==> config.mk <==
export PLATFORM = sky130hd
export DESIGN_NAME = melody_recorder
export DESIGN_NICKNAME = d
export VERILOG_FILES = /design/src/rtl/piano_pkg.sv /design/src/rtl/melody_recorder_tick_gen.sv /design/src/rtl/melody_recorder.sv
export SDC_FILE = /design/constraint.sdc
export NUM_CORES = 1
export LEC_CHECK = 0
export BUFFER_PORTS_ARGS = -buffer_cell sky130_fd_sc_hd__clkbuf_2
export CORE_MARGIN = 3
export CORE_UTILIZATION = 50
export DETAILED_ROUTE_END_ITERATION = 10
export PLACE_DENSITY = 0.62
export REMOVE_ABC_BUFFERS = 1
export SYNTH_ARGS = -nofsm -noshare
export SYNTH_HDL_FRONTEND = slang
export SYNTH_HIERARCHICAL = 1
export SYNTH_SLANG_ARGS = --single-unit
==> constraint.sdc <==
create_clock -name clk -period 4.88 [get_ports clk]
set_clock_uncertainty 0.05 [all_clocks]
set_input_delay 0.488 -clock clk [delete_from_list [all_inputs] [get_ports clk]]
set_output_delay 0.488 -clock clk [all_outputs]
set_load 0.01 [all_outputs]
==> src/rtl/piano_pkg.sv <==
// Shared definitions for the melody recorder: entry format, note codes,
// mode encodings, controller states and key/note conversion helpers.
package piano_pkg;

   localparam int         ENTRY_W   = 13;
   localparam logic [4:0] NOTE_REST = 5'd16;
   localparam logic [7:0] DUR_MAX   = 8'd255;

   // Encoding seen on the mode output.
   typedef enum logic [1:0] {
      MODE_LIVE = 2'd0,
      MODE_REC  = 2'd1,
      MODE_PLAY = 2'd2
   } mode_e;

   // Controller states; both PLAY_* states report MODE_PLAY.
   typedef enum logic [1:0] {
      ST_LIVE,
      ST_REC,
      ST_PLAY_FETCH,
      ST_PLAY_HOLD
   } state_e;

   // One buffer entry: note code (0..15 or REST) and duration in ticks.
   typedef struct packed {
      logic [4:0] code;
      logic [7:0] dur;
   } entry_t;

   // Lowest held key wins when several keys are down; no key gives REST.
   function automatic logic [4:0] key_code(input logic [15:0] keys);
      logic [4:0] code;
      code = NOTE_REST;
      for (int i = 15; i >= 0; i--) begin
         if (keys[i]) code = 5'(i);
      end
      return code;
   endfunction

   // One-hot beeper vector for a note code; REST (or anything above 15) is silence.
   function automatic logic [15:0] code_onehot(input logic [4:0] code);
      logic [15:0] vec;
      vec = '0;
      if (code < NOTE_REST) vec[code[3:0]] = 1'b1;
      return vec;
   endfunction

endpackage

==> src/rtl/melody_recorder_tick_gen.sv <==
// Duration tick generator: counts TICK_DIV clock cycles and pulses tick for
// one cycle on the last count. restart forces the count back to zero so a
// new note or playback entry starts on a clean tick boundary.
module tick_gen #(
   parameter int TICK_DIV = 500000
) (
   input  logic clk,
   input  logic rst,
   input  logic restart,
   output logic tick
);

   localparam int               CNT_W    = (TICK_DIV > 1) ? $clog2(TICK_DIV) : 1;
   localparam logic [CNT_W-1:0] CNT_LAST = CNT_W'(TICK_DIV - 1);

   logic [CNT_W-1:0] cnt_q;
   logic [CNT_W-1:0] cnt_d;

   // Next count: wrap on the last count, or jump to zero on restart.
   always_comb begin
      if (restart || (cnt_q == CNT_LAST)) cnt_d = '0;
      else                                cnt_d = cnt_q + CNT_W'(1);
   end

   assign tick = (cnt_q == CNT_LAST);

   // Counter register with synchronous reset.
   always_ff @(posedge clk) begin
      // NOTE: sequential state uses <= so every flop samples pre-edge values.
      if (rst) cnt_q <= '0;
      else     cnt_q <= cnt_d;
   end

endmodule

==> src/rtl/melody_recorder.sv <==
// Record/playback controller sitting between the key scanner and the beeper.
// LIVE and REC pass the held keys through (registered); REC also logs
// {code, duration} entries; PLAY replays the buffer and owns note_out.
module melody_recorder
   import piano_pkg::*;
#(
   parameter int TICK_DIV = 500000,
   parameter int DEPTH    = 32
) (
   input  logic                     clk,
   input  logic                     rst,
   input  logic [15:0]              live_keys,
   input  logic [15:0]              key_pulse,
   input  logic                     rec_req,
   input  logic                     play_req,
   input  logic                     stop_req,
   output logic [15:0]              note_out,
   output logic [1:0]               mode,
   output logic [$clog2(DEPTH):0]   rec_count,
   output logic                     full
);

   localparam int AW    = $clog2(DEPTH);
   localparam int CNT_W = AW + 1;

   // Controller state and registered datapath.
   state_e           state_q, state_d;
   logic [15:0]      note_q, note_d;
   logic [CNT_W-1:0] rec_count_q, rec_count_d;
   logic             full_q, full_d;
   logic [AW-1:0]    rd_ptr_q, rd_ptr_d;
   logic [7:0]       ticks_q, ticks_d;
   logic             open_valid_q, open_valid_d;
   logic [4:0]       open_code_q, open_code_d;
   logic             wr_en_q, wr_en_d;
   logic [AW-1:0]    wr_addr_q, wr_addr_d;
   entry_t           wr_data_q, wr_data_d;

   // Buffer storage and its synchronous read port.
   entry_t           mem_q [DEPTH];
   entry_t           rd_data_q;

   // Decoded events shared by next-state and datapath logic.
   logic             tick;
   logic             tick_restart;
   logic [4:0]       cur_code;
   logic [7:0]       ticks_now;
   logic             rec_change;
   logic             rec_flush;
   logic             rec_write;
   logic             rec_fills;
   logic             hold_done;
   logic             last_entry;
   logic             abort;

   tick_gen #(
      .TICK_DIV (TICK_DIV)
   ) u_tick_gen (
      .clk     (clk),
      .rst     (rst),
      .restart (tick_restart),
      .tick    (tick)
   );

   // Decode recording and playback events from current state and inputs.
   always_comb begin
      cur_code   = key_code(live_keys);
      // Ticks completed so far, counting a tick landing in this very cycle.
      ticks_now  = ticks_q + 8'(tick);
      rec_change = open_valid_q && ((cur_code != open_code_q) || (ticks_now == DUR_MAX));
      // A trailing REST is never stored, so only a note is flushed on stop.
      rec_flush  = open_valid_q && (open_code_q != NOTE_REST);
      rec_write  = (state_q == ST_REC) && (stop_req ? rec_flush : rec_change);
      rec_fills  = rec_write && (rec_count_q == CNT_W'(DEPTH - 1));
      hold_done  = (state_q == ST_PLAY_HOLD) && tick && (ticks_now >= rd_data_q.dur);
      last_entry = ({1'b0, rd_ptr_q} == (rec_count_q - CNT_W'(1)));
      abort      = stop_req || (|key_pulse);
   end

   // Next-state logic; stop beats rec beats play.
   always_comb begin
      state_d = state_q;
      case (state_q)
         ST_LIVE: begin
            if (stop_req)                             state_d = ST_LIVE;
            else if (rec_req)                         state_d = ST_REC;
            else if (play_req && (rec_count_q != '0)) state_d = ST_PLAY_FETCH;
         end
         ST_REC: begin
            if (stop_req || rec_fills) state_d = ST_LIVE;
         end
         ST_PLAY_FETCH: begin
            state_d = abort ? ST_LIVE : ST_PLAY_HOLD;
         end
         ST_PLAY_HOLD: begin
            if (abort)          state_d = ST_LIVE;
            else if (hold_done) state_d = last_entry ? ST_LIVE : ST_PLAY_FETCH;
         end
         default: state_d = ST_LIVE;
      endcase
   end

   // Outputs: the hold state drives the fetched note straight from the read
   // register so the first note appears the cycle after the fetch.
   always_comb begin
      note_out = (state_q == ST_PLAY_HOLD) ? code_onehot(rd_data_q.code) : note_q;
      case (state_q)
         ST_LIVE: mode = MODE_LIVE;
         ST_REC:  mode = MODE_REC;
         default: mode = MODE_PLAY;
      endcase
   end

   assign rec_count = rec_count_q;
   assign full      = full_q;

   // Datapath next values: recording entries, playback pointer, tick count.
   always_comb begin
      // NOTE: every signal gets a default first so no path leaves it unassigned (no latches).
      rec_count_d    = rec_count_q;
      full_d         = full_q;
      rd_ptr_d       = rd_ptr_q;
      ticks_d        = ticks_q;
      open_valid_d   = open_valid_q;
      open_code_d    = open_code_q;
      wr_en_d        = 1'b0;
      wr_addr_d      = wr_addr_q;
      wr_data_d      = wr_data_q;
      tick_restart   = 1'b0;

      case (state_q)
         ST_LIVE: begin
            if (!stop_req && rec_req) begin
               rec_count_d  = '0;
               full_d       = 1'b0;
               open_valid_d = 1'b0;
               ticks_d      = '0;
               tick_restart = 1'b1;
            end else if (!stop_req && play_req && (rec_count_q != '0)) begin
               rd_ptr_d = '0;
            end
         end

         ST_REC: begin
            // Closing entry is written one cycle later from the write register.
            if (rec_write) begin
               wr_en_d        = 1'b1;
               wr_addr_d      = rec_count_q[AW-1:0];
               wr_data_d.code = open_code_q;
               wr_data_d.dur  = (ticks_now == 8'd0) ? 8'd1 : ticks_now;
               rec_count_d    = rec_count_q + CNT_W'(1);
               if (rec_fills) full_d = 1'b1;
            end
            if (stop_req || rec_fills) begin
               open_valid_d = 1'b0;
            end else if (!open_valid_q) begin
               // Leading silence is skipped; the first note opens the first entry.
               if (cur_code != NOTE_REST) begin
                  open_valid_d = 1'b1;
                  open_code_d  = cur_code;
                  ticks_d      = '0;
                  tick_restart = 1'b1;
               end
            end else if (rec_change) begin
               open_code_d  = cur_code;
               ticks_d      = '0;
               tick_restart = 1'b1;
            end else begin
               ticks_d = ticks_now;
            end
         end

         ST_PLAY_FETCH: begin
            ticks_d      = '0;
            tick_restart = 1'b1;
         end

         ST_PLAY_HOLD: begin
            if (tick) ticks_d = ticks_now;
            if (hold_done && !last_entry) rd_ptr_d = rd_ptr_q + AW'(1);
         end

         default: ;
      endcase
   end

   // Registered beeper value: live keys whenever the next state passes them
   // through, otherwise the last played note so a fetch cycle holds it.
   always_comb begin
      note_d = note_q;
      if (state_q == ST_PLAY_HOLD) note_d = code_onehot(rd_data_q.code);
      if ((state_d == ST_LIVE) || (state_d == ST_REC)) note_d = live_keys;
   end

   // State and datapath registers with synchronous reset.
   always_ff @(posedge clk) begin
      if (rst) begin
         state_q      <= ST_LIVE;
         note_q       <= '0;
         rec_count_q  <= '0;
         full_q       <= 1'b0;
         rd_ptr_q     <= '0;
         ticks_q      <= '0;
         open_valid_q <= 1'b0;
         open_code_q  <= NOTE_REST;
         wr_en_q      <= 1'b0;
         wr_addr_q    <= '0;
         wr_data_q    <= '0;
      end else begin
         state_q      <= state_d;
         note_q       <= note_d;
         rec_count_q  <= rec_count_d;
         full_q       <= full_d;
         rd_ptr_q     <= rd_ptr_d;
         ticks_q      <= ticks_d;
         open_valid_q <= open_valid_d;
         open_code_q  <= open_code_d;
         wr_en_q      <= wr_en_d;
         wr_addr_q    <= wr_addr_d;
         wr_data_q    <= wr_data_d;
      end
   end

   // Entry buffer: registered write port, read register loaded in PLAY_FETCH.
   always_ff @(posedge clk) begin
      // NOTE: the buffer has no reset so it maps onto block RAM; rec_count marks valid entries.
      if (wr_en_q) mem_q[wr_addr_q] <= wr_data_q;
      if (state_q == ST_PLAY_FETCH) rd_data_q <= mem_q[rd_ptr_q];
   end

endmodule

==> results of run 1 <==
## worst min-delay path by stage
| stage | endpoint | slack [ns] |
|---|---|---|
| finish | open_code_q[0] | 0.25 |
| floorplan | u_tick_gen/cnt_q[0] | 0.39 |
| CTS | open_code_q[0] | 0.22 |
| global placement | u_tick_gen/cnt_q[0] | 0.40 |
| global route | open_code_q[0] | 0.24 |
| detailed placement | u_tick_gen/cnt_q[0] | 0.42 |
## layer usage
layer / part of all wire / vias up / GRT usage
li1: - / 5087 / -
met1: 0.46 / 5844 / 0.317
met2: 0.47 / 325 / 0.333
met3: 0.053 / 47 / 0.0304
met4: 0.018 / 0 / 0.0543
met5: 0 / - / 0
## placed cells by master, fill, tap and decap left out, types with 6 or more instances in the layout
cell type / netlist / final
o21ai_0: 19 / 18
mux2_2: 13 / 13
nor4_1: 13 / 13
nor3_1: 8 / 7
mux4_2: 130 / 130
nand3_1: 24 / 24
or4_1: 10 / 10
nand2_1: 21 / 21
clkinv_2: 0 / 9
xor2_1: 8 / 8
o21a_1: 17 / 17
a21oi_1: 23 / 23
nand3b_1: 9 / 9
ha_1: 14 / 14
mux2i_1: 18 / 18
dfxtp_1: 82 / 79
inv_1: 30 / 30
edfxtp_1: 429 / 429
xnor2_1: 23 / 23
a22o_1: 13 / 13
nor2b_1: 6 / 6
nand4_1: 15 / 15
clkbuf_2: 0 / 61
o31a_1: 16 / 16
clkbuf_16: 0 / 53
nor2_1: 105 / 105
or3_1: 9 / 9
clkinv_1: 0 / 13
nand2b_1: 6 / 6
a211oi_1: 13 / 13
buf_4: 4 / 53
## logic make-up (layout without fill, tap and decap cells)
logic type / Yosys count / count (layout)
AO/OA/AOI/OAI: 140 / 140
XOR/XNOR: 31 / 31
adder cells (fa/ha/maj): 14 / 14
buffers and inverters: 93 / 243
flip-flops: 511 / 511
multiplexers: 161 / 161
AND/OR/NAND/NOR: 251 / 251
## sequential cells by signal, summed over array words and instances, names as in the netlist
name and cells:
open_code_q 5, full 1, open_valid_q 1, wr_data_q 13, u_tick_gen/cnt_q 19, rec_count 6
rd_data_q 13, mem_q 416, note_q 16, wr_addr_q 5, rd_ptr_q 5, ticks_q 8
wr_en_q 1, state_q 2
## power by group
| group | switching, mW | internal (mW) | total [mW] |
|---|---|---|---|
| logic | 0.0769 | 0.0519 | 0.129 |
| registers | 0.0109 | 4.67 | 4.68 |
| clock network | 1.64 | 2.15 | 3.78 |
| total | 1.73 | 6.87 | 8.60 |
## critical path, stage by stage, from the launching register on
cell       delay, ns
dfxtp_1         0.42
or4b_1          0.46
or4b_4          0.55
nor4_1          0.20
buf_4           0.18
ha_1            0.19
ha_1            0.24
xor2_1          0.30
nor2b_1         0.17
nand4_1         0.09
nor3_1          0.25
buf_4           0.18
nor3_4          0.07
a2111oi_4       0.32
o22ai_1         0.14
nor2_1          0.21
o41ai_4         0.25
a21oi_1         0.18
## through the flow
step	hold slack (ns)	utilization	cells	area [um2]	TNS, ns
final	0.247	0.578	1883	23800	0
after CTS	0.217	0.578	1883	23800	0
after global placement	0.404	0.539	1788	22200	0
after global routing	0.244	0.578	1883	23800	0
after floorplan	0.388	-	1138	20700	-47.55
after detailed placement	0.418	0.539	1788	22200	0
## layout make-up
| cell class | instances | share of cell area |
|---|---|---|
| clock buffers | 56 | 0.0561 |
| repair buffers | 118 | 0.0329 |
| well taps | 532 | 0.0279 |
| multi-input cells | 597 | 0.256 |
| flip-flops and latches | 511 | 0.610 |
| inverters | 30 | 0.00472 |
| clock inverters | 39 | 0.0123 |
## what timing repair did
item,CTS,global route
resized for setup,0,1
endpoints found under the hold margin,0,0
endpoints found under the setup margin,0,19
==> results.json, run 1 <==
{
  "status": "finished, final reports clean",
  "area_growth_pct": 13.2,
  "syn_area_per_cell_um2": 17.5,
  "cts_buffer_depth": 3,
  "start_util": 0.511,
  "die_area_mm2": 0.0446,
  "p_per_area_mw_per_mm2": 361,
  "synth_common_cells": "429 x edfxtp_1, 130 x mux4_2, 105 x nor2_1, 82 x dfxtp_1, 38 x clkbuf_1",
  "r2r_slack_ns": 0.34,
  "ios": 62,
  "cp.required_ns": 5.34,
  "setup_ws_ns": 0.338,
  "synth_simple_gate_area_frac": 0.0624,
  "grt_first_pass_wirelength_mm": 70.3,
  "die_height_um": 211,
  "drc": 0,
  "track_usage": 0.212,
  "rows": 74,
  "crit_end": "u_tick_gen/cnt_q[18]",
  "rr_endpoint": "u_tick_gen/cnt_q[18]",
  "drive_gt1_frac": 0.269,
  "antenna_found_initial": 1,
  "yosysSeqAreaShare": 0.690,
  "synth_cells": 1201,
  "p_leak_nw": 7.39,
  "fillers": 3092,
  "drtIter0Drc": 1119,
  "layout.nets": 1361,
  "wire_per_inst_um": 24.6,
  "path_clk_slew_ns": 0.07,
  "ys_dominant_reg_cell": "edfxtp_1",
  "port_buffers": 61,
  "maxCapViolations": 0,
  "syn_area_mm2": 0.0211,
  "whs_path_depth": 3,
  "cts_setup_buffers": 0,
  "synth.most_common_cell": "edfxtp_1",
  "critical_path_class": "reg2reg",
  "firstDrtPassIters": 5,
  "startpoint": "u_tick_gen/cnt_q[8]",
  "numCtsBuffers": 52,
  "synth_top_family_by_area": "multiplexers",
  "synth_area_leader_cell": "edfxtp_1",
  "multi_input_area_mm2": 0.00611,
  "drv_slew": 0,
  "hpwl_mm": 28.7,
  "htree_levels": 2,
  "worstHoldStart": "live_keys[0]",
  "endpoint_kind": "flip-flop",
  "period_share": 0.931,
  "synth_compound_area_frac": 0.0517,
  "grt_max_degree": 47,
  "synth_area_leaders": "edfxtp_1 61%, mux4_2 14%, dfxtp_1 7.8%",
  "ys_types": 74,
  "grt_setup_unrepaired": "no",
  "grt_pass1_vias": 11200,
  "crit_path_start_kind": "flip-flop",
  "cts.sink_count": 511,
  "peakVddDrop_v": 0.000229,
  "setup_viol": 0,
  "hold_path_class": "in2reg",
  "gr-total-overflow": 0,
  "finalCriticalPeriod_ns": 4.54,
  "tightest_slew_ns": 1.28,
  "p_total_mw": 8.60,
  "synth_fa_ha_area_frac": 0.00832,
  "register_area_mm2": 0.0145,
  "slew_headroom": 0.147,
  "hold_buffers": 0,
  "arrival_ns": 5.00,
  "core_mm2": 0.0412,
  "synth_xor_area_frac": 0.0129,
  "clock_latency_ns": 0.59,
  "hold_viol": 0,
  "vias": 11300,
  "via_per_inst": 6.00,
  "gp_congestion": 0.864,
  "critPathMaxFanout": 19,
  "synth_enable_flop_cells": 429,
  "root_buffer": "clkbuf_16",
  "cts_tree": "yes",
  "r2r_start": "u_tick_gen/cnt_q[8]",
  "rr_worst_depth": 17,
  "wl_mm": 46.2,
  "preCtsSetupSlack_ns": 0.318,
  "dieWidth_um": 211,
  "async_flop_share": 0,
  "synthMuxAreaShare": 0.155,
  "max_freq_mhz": 220,
  "synth-seq-cells": 511,
  "synth_warnings": 6,
  "synth_top_area_share": 0.612,
  "antennaDiodeCount": 0,
  "ant_nets": 0
}
Power figures use the tool's default switching activity.
==> run 2, diff against run 1 <==
--- a/config.mk
+++ b/config.mk
@@ -7,9 +7,9 @@
 export LEC_CHECK = 0
 export BUFFER_PORTS_ARGS = -buffer_cell sky130_fd_sc_hd__clkbuf_2
 export CORE_MARGIN = 3
-export CORE_UTILIZATION = 50
+export CORE_UTILIZATION = 55
 export DETAILED_ROUTE_END_ITERATION = 10
-export PLACE_DENSITY = 0.62
+export PLACE_DENSITY = 0.79
 export REMOVE_ABC_BUFFERS = 1
 export SYNTH_ARGS = -nofsm -noshare
 export SYNTH_HDL_FRONTEND = slang
==> results.json, run 2 (synthesis results as in run 1) <==
{
  "cp.required_ns": 5.29,
  "ant_nets": 0,
  "dieWidth_um": 202,
  "largest_reg_flops": 416,
  "path_cells": "or4b_1, or4b_4, nor4_1, buf_4, ha_1, ha_1, nand3_1, nor2_1, xnor2_1, inv_1, ha_1, nand3_1, o21ai_1, a41oi_2, buf_4, o31a_2, o21a_1",
  "clock_latency_ns": 0.57,
  "final_cell_mix": "429 x edfxtp_1, 130 x mux4_2, 103 x nor2_1",
  "rr_worst_depth": 17,
  "cts.sink_count": 511,
  "crit_buf_inv": 3,
  "firstDrtPassIters": 5,
  "core_mm2": 0.0377,
  "ios": 62,
  "rows": 71,
  "hpwl_mm": 27.9,
  "htree_levels": 2,
  "slew_headroom": 0.0379,
  "wire_per_inst_um": 25.3,
  "die_height_um": 202,
  "endpoint_kind": "flip-flop",
  "p_per_area_mw_per_mm2": 363,
  "hold_path_class": "in2reg",
  "cts_tree": "yes",
  "antenna_found_initial": 1,
  "setup_viol": 0,
  "whs_ns": 0.266,
  "switching_share": 0.195,
  "finalCriticalPeriod_ns": 4.60,
  "critical_path_cell_count": 17,
  "numCtsBuffers": 50,
  "crit_top_cell": "ha_1",
  "port_buffers": 61,
  "area_growth_pct": 12.5,
  "r2r_slack_ns": 0.28,
  "top_regs": "mem_q (416), u_tick_gen/cnt_q (19), note_q (16)",
  "worst_path_max_delay_cell": "or4b_4",
  "combPwrFrac": 0.015,
  "drc": 0,
  "critical_path_class": "reg2reg",
  "cts_buffer_depth": 3,
  "grt_pass1_vias": 11600,
  "arrival_ns": 5.01,
  "slowest_delay_ns": 0.55,
  "start_util": 0.559,
  "root_buffer": "clkbuf_16",
  "gp_congestion": 0.883,
  "layout.nets": 1343,
  "die_area_mm2": 0.0407,
  "fin_cells": 1841,
  "status": "finished, final reports clean",
  "grt_first_pass_wirelength_mm": 72.3,
  "drive_gt1_frac": 0.263,
  "p_switching_mw": 1.67,
  "power.share.clock": 0.440,
  "crit_path_start_kind": "flip-flop",
  "track_usage": 0.233,
  "drtIter0Drc": 1189,
  "path_clk_slew_ns": 0.06,
  "power.internal_mw": 6.92,
  "max_freq_mhz": 217,
  "final_common_cell": "edfxtp_1",
  "wl_mm": 46.6,
  "p_seq_frac": 0.546,
  "grt_max_degree": 59,
  "peakVddDrop_v": 0.000219,
  "vias": 11700,
  "drv_slew": 0,
  "whs_path_depth": 3,
  "p_total_mw": 8.59,
  "maxCapViolations": 0,
  "critPathMaxFanout": 16,
  "via_per_inst": 6.33,
  "hold_viol": 0,
  "p_leak_nw": 7.32,
  "period_share": 0.944,
  "antennaDiodeCount": 0,
  "grt_setup_unrepaired": "yes",
  "top_register": "mem_q",
  "tightest_slew_ns": 1.44,
  "dp_cells": 1751,
  "gr-total-overflow": 0,
  "cts_setup_buffers": 0,
  "path_delay_family": "simple AND/OR/NAND/NOR gates"
}
==> run 2: repair_timing <==
| item | 4_1_cts | 5_1_grt |
|---|---|---|
| gates cloned | 0 | 0 |
| setup endpoints to repair | 17 | 43 |
| gates resized for setup | 1 | 6 |
| hold buffers | 0 | 0 |
==> run 2: power by group through the flow <==
| stage | Sequential, mW | Clock [mW] | Combinational, mW |
|---|---|---|---|
| 2_1_floorplan | 4.77 | 0 | 0.0714 |
| 3_3_place_gp | 4.78 | 0 | 0.122 |
| 3_5_place_dp | 4.78 | 0 | 0.126 |
| 4_1_cts | 4.68 | 3.84 | 0.127 |
| 5_1_grt | 4.68 | 4.00 | 0.140 |
| 6_report | 4.69 | 3.78 | 0.127 |
==> run 2: final cells by class <==
cell class | count | area (um2)
fillers | 2567 | 14000
multi-input cells | 597 | 6140
clock inverters | 33 | 324
inverters | 30 | 113
well taps | 511 | 639
repair buffers | 102 | 651
clock buffers | 57 | 1280
flip-flops and latches | 511 | 14500
==> run 2: through the flow <==
stage | instance area (um2) | worst slack (ns) | TNS, ns | utilization
detailed placement | 22000 | -0.0817 | -1.17 | 0.585
floorplan | 20700 | -1.63 | -47.55 | -
finish | 23700 | 0.275 | 0 | 0.629
CTS | 23600 | 0.141 | 0 | 0.628
global route | 23700 | -0.0165 | -0.0254 | 0.629
global placement | 22000 | 0.131 | 0 | 0.585
==> run 2: final timing paths <==
kind / endpoint / start
setup / recovery: note_q[4] / u_tick_gen/cnt_q[8]
hold / removal: open_code_q[0] / live_keys[0]
setup reg to reg: note_q[4] / u_tick_gen/cnt_q[8]
hold reg to reg: full / full
==> run 2: worst register-to-register path, cell delays in order, from the launching register on <==
cell,delay (ns)
dfxtp_1,0.42
or4b_1,0.46
or4b_4,0.55
nor4_1,0.18
buf_4,0.17
ha_1,0.20
ha_1,0.26
nand3_1,0.14
nor2_1,0.14
xnor2_1,0.25
inv_1,0.16
ha_1,0.32
nand3_1,0.08
o21ai_1,0.24
a41oi_2,0.24
buf_4,0.27
o31a_2,0.29
o21a_1,0.10
==> run 2: routing by layer <==
layer,vias to the layer above,GRT usage,part of all wire
met5,-,0,0.00028
met4,2,0.0598,0.025
met3,81,0.0455,0.092
met2,612,0.373,0.48
met1,5924,0.336,0.40
li1,5041,-,-
